<file path="src/rtl/instr_loader.sv">
// Byte-serial boot loader: frames a host byte stream into big-endian 32-bit words and writes them to instruction memory.
// Optional trailing checksum byte is enabled by defining INSTR_LOADER_CHECKSUM_EN.
module instr_loader #(
    parameter int         DEPTH      = 64,
    parameter int         ADDR_W     = 6,
    parameter logic [7:0] START_BYTE = 8'hFE
) (
    input  logic              clk_i,
    input  logic              reset,
    input  logic              byte_valid_i,
    input  logic [7:0]        instr_i,
    output logic              imem_we_o,
    output logic [ADDR_W-1:0] imem_addr_o,
    output logic [31:0]       imem_data_o,
    output logic [ADDR_W:0]   word_count_o,
    output logic              busy_o,
    output logic              done_o,
    output logic              err_o,
    output logic              cpu_hold_o
);

    localparam logic [ADDR_W:0] DEPTH_CNT = (ADDR_W+1)'(DEPTH);

`ifdef INSTR_LOADER_CHECKSUM_EN
    typedef enum logic [2:0] {S_IDLE, S_LOAD, S_CKSUM, S_DONE, S_ERR} state_t;
`else
    typedef enum logic [2:0] {S_IDLE, S_LOAD, S_DONE, S_ERR} state_t;
`endif

    state_t            r_state, w_state_next;
    logic [1:0]        r_byte_idx, w_byte_idx_next;
    logic [23:0]       r_asm, w_asm_next;
    logic [ADDR_W:0]   r_count, w_count_next;
    logic              r_we, w_we_next;
    logic [ADDR_W-1:0] r_addr, w_addr_next;
    logic [31:0]       r_data, w_data_next;
    logic [31:0]       w_word;
`ifdef INSTR_LOADER_CHECKSUM_EN
    logic [7:0]        r_xor, w_xor_next;
`endif

    assign w_word = {r_asm, instr_i};

    always_ff @(posedge clk_i) begin
        if (reset) begin
            r_state    <= S_IDLE;
            r_byte_idx <= 2'd0;
            r_asm      <= 24'd0;
            r_count    <= '0;
            r_we       <= 1'b0;
            r_addr     <= '0;
            r_data     <= 32'd0;
`ifdef INSTR_LOADER_CHECKSUM_EN
            r_xor      <= 8'd0;
`endif
        end else begin
            r_state    <= w_state_next;
            r_byte_idx <= w_byte_idx_next;
            r_asm      <= w_asm_next;
            r_count    <= w_count_next;
            r_we       <= w_we_next;
            r_addr     <= w_addr_next;
            r_data     <= w_data_next;
`ifdef INSTR_LOADER_CHECKSUM_EN
            r_xor      <= w_xor_next;
`endif
        end
    end

    always_comb begin
        w_state_next    = r_state;
        w_byte_idx_next = r_byte_idx;
        w_asm_next      = r_asm;
        w_count_next    = r_count;
        w_we_next       = 1'b0;
        w_addr_next     = r_addr;
        w_data_next     = r_data;
`ifdef INSTR_LOADER_CHECKSUM_EN
        w_xor_next      = r_xor;
`endif
        case (r_state)
            S_IDLE: begin
                if (byte_valid_i && (instr_i == START_BYTE)) begin
                    w_state_next    = S_LOAD;
                    w_byte_idx_next = 2'd0;
                    w_asm_next      = 24'd0;
                    w_count_next    = '0;
`ifdef INSTR_LOADER_CHECKSUM_EN
                    w_xor_next      = 8'd0;
`endif
                end
            end
            S_LOAD: begin
                if (byte_valid_i) begin
                    w_asm_next      = w_word[23:0];
                    w_byte_idx_next = r_byte_idx + 2'd1;
`ifdef INSTR_LOADER_CHECKSUM_EN
                    // Folding every byte is safe: the four FF terminator bytes cancel to zero.
                    w_xor_next      = r_xor ^ instr_i;
`endif
                    if (r_byte_idx == 2'd3) begin
                        if (w_word == 32'hFFFF_FFFF) begin
`ifdef INSTR_LOADER_CHECKSUM_EN
                            w_state_next = S_CKSUM;
`else
                            w_state_next = S_DONE;
`endif
                        end else if (r_count == DEPTH_CNT) begin
                            w_state_next = S_ERR;
                        end else begin
                            w_we_next    = 1'b1;
                            w_addr_next  = r_count[ADDR_W-1:0];
                            w_data_next  = w_word;
                            w_count_next = r_count + 1'b1;
                        end
                    end
                end
            end
`ifdef INSTR_LOADER_CHECKSUM_EN
            S_CKSUM: begin
                if (byte_valid_i) begin
                    w_state_next = (instr_i == r_xor) ? S_DONE : S_ERR;
                end
            end
`endif
            default: begin
                // DONE and ERR are sticky until reset
                w_state_next = r_state;
            end
        endcase
    end

    assign imem_we_o    = r_we;
    assign imem_addr_o  = r_addr;
    assign imem_data_o  = r_data;
    assign word_count_o = r_count;
`ifdef INSTR_LOADER_CHECKSUM_EN
    assign busy_o       = (r_state == S_LOAD) || (r_state == S_CKSUM);
`else
    assign busy_o       = (r_state == S_LOAD);
`endif
    assign done_o       = (r_state == S_DONE);
    assign err_o        = (r_state == S_ERR);
    assign cpu_hold_o   = (r_state != S_DONE);

endmodule

</file>
<file path="config.mk">
export PLATFORM = sky130hd
export DESIGN_NAME = instr_loader
export DESIGN_NICKNAME = d
export VERILOG_FILES = /design/src/rtl/instr_loader.sv
export SDC_FILE = /design/constraint.sdc
export NUM_CORES = 1
export LEC_CHECK = 0
export BUFFER_PORTS_ARGS = -buffer_cell sky130_fd_sc_hd__buf_2
export CAP_MARGIN = 20
export CORE_MARGIN = 1
export CORE_UTILIZATION = 58
export CTS_CLUSTER_DIAMETER = 200
export DETAILED_ROUTE_END_ITERATION = 10
export GPL_ROUTABILITY_DRIVEN = 1
export PLACE_DENSITY = 0.95
export SYNTH_ARGS = -nofsm -noshare
export SYNTH_HDL_FRONTEND = slang
export SYNTH_SLANG_ARGS = --single-unit
</file>
<file path="constraint.sdc">
create_clock -name clk_i -period 4.7 [get_ports clk_i]
set_clock_uncertainty 0.1 [all_clocks]
set_input_delay 1.175 -clock clk_i [delete_from_list [all_inputs] [get_ports clk_i]]
set_output_delay 1.175 -clock clk_i [all_outputs]
set_load 0.02 [all_outputs]
</file>
==> results_dict.tcl <==
set metrics [dict create \
    syn_area_um2 2890 \
    dp_cells 426 \
    cpPeakStageDelay_ns 0.54 \
    ant_nets 0 \
    start_util 0.608 \
    fmax_mhz 377 \
    die_w_um 72.6 \
    dieHeight_um 72.6 \
    drive_above_1_share 0.226 \
    whs_path_depth 2 \
    worstSkewPairLatency_ns 0.35 \
    syn_nets 328 \
    yosysWarnings 0 \
    avgViaCountPerCell 5.43 \
    endpoint_kind "register" \
    cp.required_ns 4.88 \
    grt_pass1_wl_mm 9.99 \
    drtPass1Iterations 5 \
    synth_top_area_frac 0.512 \
    nets 385 \
    avgSynthCellArea_um2 9.21 \
    synth_flop_cell "dfxtp_1" \
    area_growth_syn_to_layout_pct 18.8 \
    synthTopCellsByArea "dfxtp_1 51%, mux2i_1 13%, nor2_1 7.8%, a21oi_1 5.2%, and3_1 3.2%" \
    crit_chain "buf_2 -> and3b_1 -> a21oi_4 -> o21bai_1 -> buf_4 -> a21oi_1" \
    power_density_nw_per_um2 339 \
    cp.arrival_ns 2.83 \
    ir_drop_mv 0.254 \
    htreeDepth 3 \
    synth-seq-area-share 0.512 \
    dr.first_iter.drc_count 164 \
    rsz0062_at_grt "no" \
    dpl.hpwl_mm 4.24 \
    tns_ns 0 \
    cts_resized 0 \
    first_global_vias 2197 \
    io_pins 61 \
    fin_cells 443 \
    timing.final.crit_period_ns 2.65 \
    num_rows 25 \
    setup_viol 0 \
    core-area_um2 4750 \
    gp_congestion 0.795 \
    cts_max_path_buffers 2 \
    drc 0 \
    report.power.total_w 0.00117 \
    yosysTopAreaCell "dfxtp_1" \
    fin_util 0.723 \
    maxSlewHeadroom 0.553 \
    clk_pin_slew_worst_paths_ns 0.07 \
    antenna_found_initial 0 \
    cap_viol_max_count 0 \
    drv_slew 0 \
    root_buffer "clkbuf_8" \
    fin_crit_sh 0.564 \
    crit_fanout 28 \
    post_cts_buffers 0 \
    postSynth.asyncResetShare 0 \
    yosys-top-cells-count "74 x dfxtp_1, 60 x nor2_1, 38 x mux2i_1, 30 x a21oi_1, 24 x nand2_1" \
    synth_cell_types 37 \
    port_buffers 60 \
    cp-start-kind "input pin" \
    vias 2404 \
    hold-worst-slack_ns 0.360 \
    overflow 0 \
    critical_path.slowest_cell "a21oi_4" \
    p_leak_nw 1.77 \
    dieArea_um2 5270 \
    reg2reg_depth 7 \
    worst_pin_slew_ns 0.671 \
    ys_ff_latch 74 \
    synth-edff-count 0 \
    post_drt_wl_per_cell_um 14.1 \
    numClockSinks 74 \
    grt_max_degree 59 \
    cts_tree "built" \
    syn_inst 314 \
    antenna_cells 0 \
    status "finished clean" \
    cts_made_buffers 9 \
    synth_most_common_cell "dfxtp_1" \
    postCtsHoldBufs 0 \
    grt_util_all_layers 0.252 \
    finalHoldViolations 0 \
    hp-class "reg -> reg" \
    critPathKind "in -> reg" \
    routed_wl_mm 6.24 \
]
path summary, 6_finish.rpt:
check | from | to | slack [ns]
hold / removal | r_byte_idx[1] | r_byte_idx[1] | 0.36
hold reg to reg | r_byte_idx[1] | r_byte_idx[1] | 0.36
setup reg to reg | r_asm[15] | imem_data_o[27] | 2.46
setup / recovery | byte_valid_i | r_asm[7] | 2.05
logic make-up (layout without fill, tap and decap cells):
kind of cell	count (synthesis)	count (layout)	synth area share
mux	38	38	0.131
buf+inv	24	86	0.0385
xor+xnor	1	1	0.00303
flops	74	74	0.512
compound gates	42	42	0.0818
fa+ha+maj	3	3	0.0130
simple gates	132	132	0.220
layer usage:
layer  up-vias  global-route usage  wire length, um
met4         0               0.146              114
li1       1184                   -                -
met5         -                   0                0
met3        12              0.0594              318
met2        91               0.413             3030
met1      1117               0.303             2780
power by group:
| group | total [W] | internal [W] | switching, W |
|---|---|---|---|
| combinational | 0.0000219 | 0.00000596 | 0.0000159 |
| sequential | 0.000627 | 0.000627 | 0.000000334 |
| clock | 0.000517 | 0.000290 | 0.000227 |
| total | 0.00117 | 0.000923 | 0.000243 |
layout make-up:
class / instances / area, um^2
timing repair buffer: 65 / 338
clock inverter: 3 / 46.3
fill: 373 / 1320
inverter: 5 / 18.8
tap: 67 / 83.8
clock buffer: 13 / 169
sequential: 74 / 1480
multi-input combinational: 216 / 1300
critical path, delay by kind of cell:
kind                   cells  cell delay [ns]
AND/OR/NAND/NOR            1             0.23
AO/OA/AOI/OAI              3             1.03
buffers and inverters      2             0.38
state kept, by name (all words and copies together), names as in the netlist:
signal and count:
imem_we_o 1, word_count_o 7, imem_data_o 32, imem_addr_o 6
r_asm 24, r_byte_idx 2, r_state 2
layout by cell type (no fill, tap or decap), drive strengths merged:
| master | instances |
|---|---|
| nor3b | 1 |
| nand4 | 7 |
| clkinv | 1 |
| a21boi | 1 |
| nand2 | 24 |
| a31oi | 1 |
| inv | 5 |
| bufinv | 1 |
| and3b | 1 |
| buf | 65 |
| nor3 | 2 |
| and4 | 1 |
| nor4b | 1 |
| nor2b | 1 |
| nand3 | 7 |
| and2 | 1 |
| nor4 | 1 |
| nand3b | 2 |
| a21oi | 31 |
| a211oi | 1 |
| clkbuf | 13 |
| dfxtp | 74 |
| or3 | 6 |
| mux2i | 38 |
| o21bai | 1 |
| a21o | 1 |
| and3 | 15 |
| o21ai | 5 |
| xor2 | 1 |
| nand2b | 1 |
| a2bb2oi | 1 |
| nor2 | 61 |
| clkinvlp | 1 |
| ha | 3 |
per-stage QoR:
step / area [um^2] / setup slack [ns]
floorplan: 2890 / 2.00
global placement: 3210 / 1.59
detailed placement: 3210 / 1.49
CTS: 3430 / 1.84
global route: 3440 / 1.93
finish: 3440 / 2.05
Power figures use the tool's default switching activity.
